<file path="src/rtl/pc_sequencer.sv">
// Program-counter sequencer for the fetch stage: picks PC+1, branch or jump target,
// inserts fetch bubbles after redirects, and tracks idle/halt state and a redirect count.
module pc_sequencer #(
    parameter logic [7:0]  RESET_PC   = 8'h00,
    parameter int unsigned IMEM_DEPTH = 36,
    parameter int unsigned BR_FLUSH   = 2,
    parameter int unsigned JMP_FLUSH  = 1
) (
    input  logic       CLK,
    input  logic       reset,
    input  logic       start,
    input  logic       stall,
    input  logic       br_taken,
    input  logic [7:0] br_target,
    input  logic       jmp_valid,
    input  logic [7:0] jmp_target,
    input  logic       halt_req,
    output logic [7:0] PC,
    output logic       fetch_en,
    output logic       flush,
    output logic [1:0] state,
    output logic [7:0] redirect_cnt
);

    typedef enum logic [1:0] {
        IDLE  = 2'd0,
        RUN   = 2'd1,
        FLUSH = 2'd2,
        HALT  = 2'd3
    } state_t;

    localparam logic [7:0] LAST_PC = 8'(IMEM_DEPTH - 1);
    localparam logic [2:0] BR_CNT  = 3'(BR_FLUSH);
    localparam logic [2:0] JMP_CNT = 3'(JMP_FLUSH);

    state_t     cur;
    logic [2:0] flush_cnt;

    assign state = cur;

    always_ff @(posedge CLK) begin
        if (!reset) begin
            cur          <= IDLE;
            PC           <= RESET_PC;
            fetch_en     <= 1'b0;
            flush        <= 1'b0;
            redirect_cnt <= '0;
            flush_cnt    <= '0;
        end else begin
            case (cur)
                IDLE: begin
                    if (start) begin
                        cur      <= RUN;
                        fetch_en <= 1'b1;
                    end
                end
                RUN: begin
                    // Priority: halt, branch (older instruction), jump, stall, end of program.
                    if (halt_req) begin
                        cur      <= HALT;
                        fetch_en <= 1'b0;
                    end else if (br_taken) begin
                        PC        <= br_target;
                        cur       <= FLUSH;
                        flush_cnt <= BR_CNT;
                        fetch_en  <= 1'b0;
                        flush     <= 1'b1;
                        if (redirect_cnt != '1)
                            redirect_cnt <= redirect_cnt + 8'd1;
                    end else if (jmp_valid) begin
                        PC        <= jmp_target;
                        cur       <= FLUSH;
                        flush_cnt <= JMP_CNT;
                        fetch_en  <= 1'b0;
                        flush     <= 1'b1;
                        if (redirect_cnt != '1)
                            redirect_cnt <= redirect_cnt + 8'd1;
                    end else if (stall) begin
                        PC <= PC;
                    end else if (PC == LAST_PC) begin
                        cur      <= HALT;
                        fetch_en <= 1'b0;
                    end else begin
                        PC <= PC + 8'd1;
                    end
                end
                FLUSH: begin
                    if (halt_req) begin
                        cur       <= HALT;
                        flush     <= 1'b0;
                        flush_cnt <= '0;
                    end else if (flush_cnt == 3'd1) begin
                        cur       <= RUN;
                        flush     <= 1'b0;
                        fetch_en  <= 1'b1;
                        flush_cnt <= '0;
                    end else begin
                        flush_cnt <= flush_cnt - 3'd1;
                    end
                end
                HALT: begin
                    cur <= HALT;
                end
                default: begin
                    cur <= IDLE;
                end
            endcase
        end
    end

endmodule

</file>
<file path="config.mk">
export PLATFORM = sky130hd
export DESIGN_NAME = pc_sequencer
export DESIGN_NICKNAME = d
export VERILOG_FILES = /design/src/rtl/pc_sequencer.sv
export SDC_FILE = /design/constraint.sdc
export NUM_CORES = 1
export LEC_CHECK = 0
export ABC_AREA = 1
export CAP_MARGIN = 20
export CORE_MARGIN = 2
export CORE_UTILIZATION = 51
export CTS_CLUSTER_DIAMETER = 150
export CTS_CLUSTER_SIZE = 30
export DETAILED_ROUTE_END_ITERATION = 10
export PLACE_DENSITY = 0.84
export SLEW_MARGIN = 0
export SYNTH_ARGS = -nofsm -noshare
export SYNTH_HDL_FRONTEND = slang
export SYNTH_SLANG_ARGS = --single-unit
</file>
<file path="constraint.sdc">
create_clock -name CLK -period 2.9 [get_ports CLK]
set_input_delay 0.58 -clock CLK [delete_from_list [all_inputs] [get_ports CLK]]
set_output_delay 0.58 -clock CLK [all_outputs]
set_load 0.05 [all_outputs]
</file>
==> results.md <==
- Synth Warn #: 0
- Worst EP required: roughly 2.3 ns
- ANT cells: 0
- Via count: about 1.6k
- Startpoint types: flip-flop
- Initial antenna violation count: 0
- Max-Cap Viols: 0
- Sum Neg Setup Slack: 0 ns
- Sequential fraction of the synthesis area: between 30% and 40%
- Clk pwr share: 17.3%
- Die H: about 60 µm
- PwrDens: between 400 and 500 nW/µm²
- Crit path kind: reg -> out
- Syn_area_per_cell: approximately 6.6 µm²
- Layout area overhead: 30.3%
- Fin. Hold Viols: 0
- Failing checks: DRC
- CTS root buffer: clkbuf_4
- Largest net degree at the start of global routing: 14
- I/O pins: 43
- Global route overflow: 0
- Switching Fraction: between 40% and 50%
- ANT nets after route: 0
- Row count: 19
- NumNets Final: 303
- Final WS setup: between 0.6 and 0.7 ns
- Clk buf depth: 2
- Hold Path End: fetch_en
- Final setup vio count: 0
- Unrepaired setup endpoints after global routing: false
- Crit-path max cell delay: between 0.8 and 0.9 ns
- Synth Cell Area: approximately 1500 µm²
- Worst reg2reg startpoint: PC[0]
- Post_cts resized: 0
- Post-Route WL: between 3 and 4 mm
- TritonCTS Sinks: 23
- Setup slack, reg-to-reg: between 1 and 1.5 ns
- Most frequent cells in the layout: nand2_1, clkdlybuf4s50_1, a21oi_1
- Die Wd: about 59 µm
- HPWL Detailed: approximately 2.8 mm
- Skew-Pair Late Insertion Delay: about 0.33 ns
- H-tree Lvls: 1
- Rel. slew slack: 66.3%
- Count of state elements after synthesis: 23
- Final instance area: roughly 2000 µm²
- Type of element capturing the critical path: primary output
- Port Buffers: 42
- # fillers: 250
- Most common cell after layout, fill and taps aside: nand2_1
- Die area: roughly 3500 µm²
- Vias/cell: 5.28
- CTS tree: built
- Fin util: between 70% and 80%
- Highest Clock Rate: around 450 MHz
- Flop pwr share: about 42%
- Worst-Margin Slew: slightly above 0.5 ns
- First-pass GRT wire length: 5.98 mm
- Cell count after synthesis: 232
- DRT iter0 DRCs: 102
- Place WS: 0.598 ns
- Internal power: 547 µW
- Vias in the first global route: between 1k and 1.5k
- Total iterations of the first detailed-routing run: 7
- Total track usage: 21.8%
- Critical Path AT: about 1.7 ns
- Synthesized Nets: 259
- Setup bufs post-CTS: 0
- Core box area: ~2800 µm²
- Buf/Inv on CP: 1
- Worst vdd ir: 0.360 mV
- Initial Util: a little over half
- Clk pin slew, worst setup/hold paths: roughly 0.13 ns
- Fin crit share: slightly below 80%
- Yosys cell types: 32
- Worst path top cell family by delay: buffers and inverters
- Status: finished with violations
- Tot Pwr: between 900 and 1000 µW
- CP Cell Sequence: clkdlybuf4s50_1
- Post-Place Cell Area: slightly below 2000 µm²
- Cts hold-fix bufs: 0
- Comb pwr share: about two fifths
- Max-slew violations: 0
- Worst hold path type: reg -> reg
- P_sw: 383 µW
- Number of remaining DRC errors: 3
- Routability Congestion: around 0.86
- Clk_skew: ~0.010 ns
- Worst Path Max Fanout: 6
- Number of buffers created by CTS: 3
- Drt wl/cell: roughly 12 µm
- Critical path's slowest cell: clkdlybuf4s50_1
- Final worst path period need: between 2 and 2.5 ns
- Share of cells above drive strength 1: between 10% and 20%
- Reg-to-reg critical path endpoint: PC[6]
- Leak: roughly 0.00084 µW
- R2R depth: 9
- Hold Crit Start: fetch_en
- Number of cells on the worst hold path: 2
-- metrics by stage --
stage / instances / hold WS (ns)
5_1_grt: 306 / 0.473
3_3_place_gp: 302 / 0.439
6_report: 306 / 0.457
3_5_place_dp: 302 / 0.445
2_1_floorplan: 232 / 0.456
4_1_cts: 306 / 0.464
-- registers in the layout (all words and copies together), names as in the netlist --
name          cells
PC                8
fetch_en          1
flush             1
flush_cnt         3
redirect_cnt      8
state             2
-- area by class of cell --
type | instances | area (µm²) | share of cell area, %
Clock buffer | 3 | 22.5 | 1.13
Clock inverter | 1 | 5.00 | 0.251
Inverter | 30 | 115 | 5.77
Multi-Input combinational cell | 175 | 925 | 46.4
Sequential cell | 23 | 460 | 23.1
Tap cell | 31 | 38.8 | 1.94
Timing Repair Buffer | 43 | 428 | 21.5
-- metal layers --
| layer | GRT usage (%) | vias up | share of wire (%) |
|---|---|---|---|
| met1 | 26.6 | 718 | 45 |
| li1 | - | 840 | - |
| met5 | 0 | - | 0 |
| met3 | 4.62 | 4 | 5.5 |
| met2 | 39.2 | 55 | 48 |
| met4 | 4.87 | 0 | 0.72 |
-- power groups by stage --
stage	registers, µW	logic [µW]	clock network [µW]
2_1_floorplan	478	179	0
3_3_place_gp	392	379	0
3_5_place_dp	392	384	0
4_1_cts	385	385	164
5_1_grt	391	423	176
6_report	386	383	161
-- kinds of logic after synthesis --
group	synth area share, %
DFF	30.1
adders and majority gates	3.27
buffers and inverters	9.48
AOI/OAI and AO/OA	18.3
muxes	0.654
xor gates and xnor gates	2.29
and+or+nand+nor	35.9
-- worst max-delay path by stage --
| stage | startpoint | slack (ns) | end | cells after the start |
|---|---|---|---|---|
| finish | PC[5] | 0.67 | PC[5] | 1 |
| global route | state[0] | 0.63 | state[0] | 1 |
| CTS | state[0] | 0.68 | state[0] | 1 |
| detailed placement | jmp_valid | 0.60 | PC[1] | 7 |
| global placement | jmp_valid | 0.65 | PC[1] | 7 |
| floorplan | redirect_cnt[1] | 1.20 | redirect_cnt[3] | 9 |
-- cells in the mapped netlist (all sizes together) --
| master | instances | share of area [%] |
|---|---|---|
| nand2 | 64 | 18 |
| inv | 29 | 7.3 |
| nor2 | 29 | 9.2 |
| a21oi | 28 | 9.6 |
| dfxtp | 23 | 30 |
| nand3 | 16 | 6.1 |
| o21ai | 15 | 5.4 |
| ha | 4 | 3.3 |
| nand4 | 3 | 1.2 |
| nor3 | 3 | 0.98 |
| xor2 | 3 | 1.7 |
| a31oi | 2 | 0.82 |
| buf | 2 | 1.5 |
| clkbuf | 2 | 0.49 |
| o21a | 2 | 0.98 |
| a21boi | 1 | 0.49 |
| clkinv | 1 | 0.25 |
| mux2i | 1 | 0.65 |
| nor3b | 1 | 0.82 |
| o211ai | 1 | 0.49 |
| o31ai | 1 | 0.49 |
| xnor2 | 1 | 0.57 |
Power figures use the tool's default switching activity.
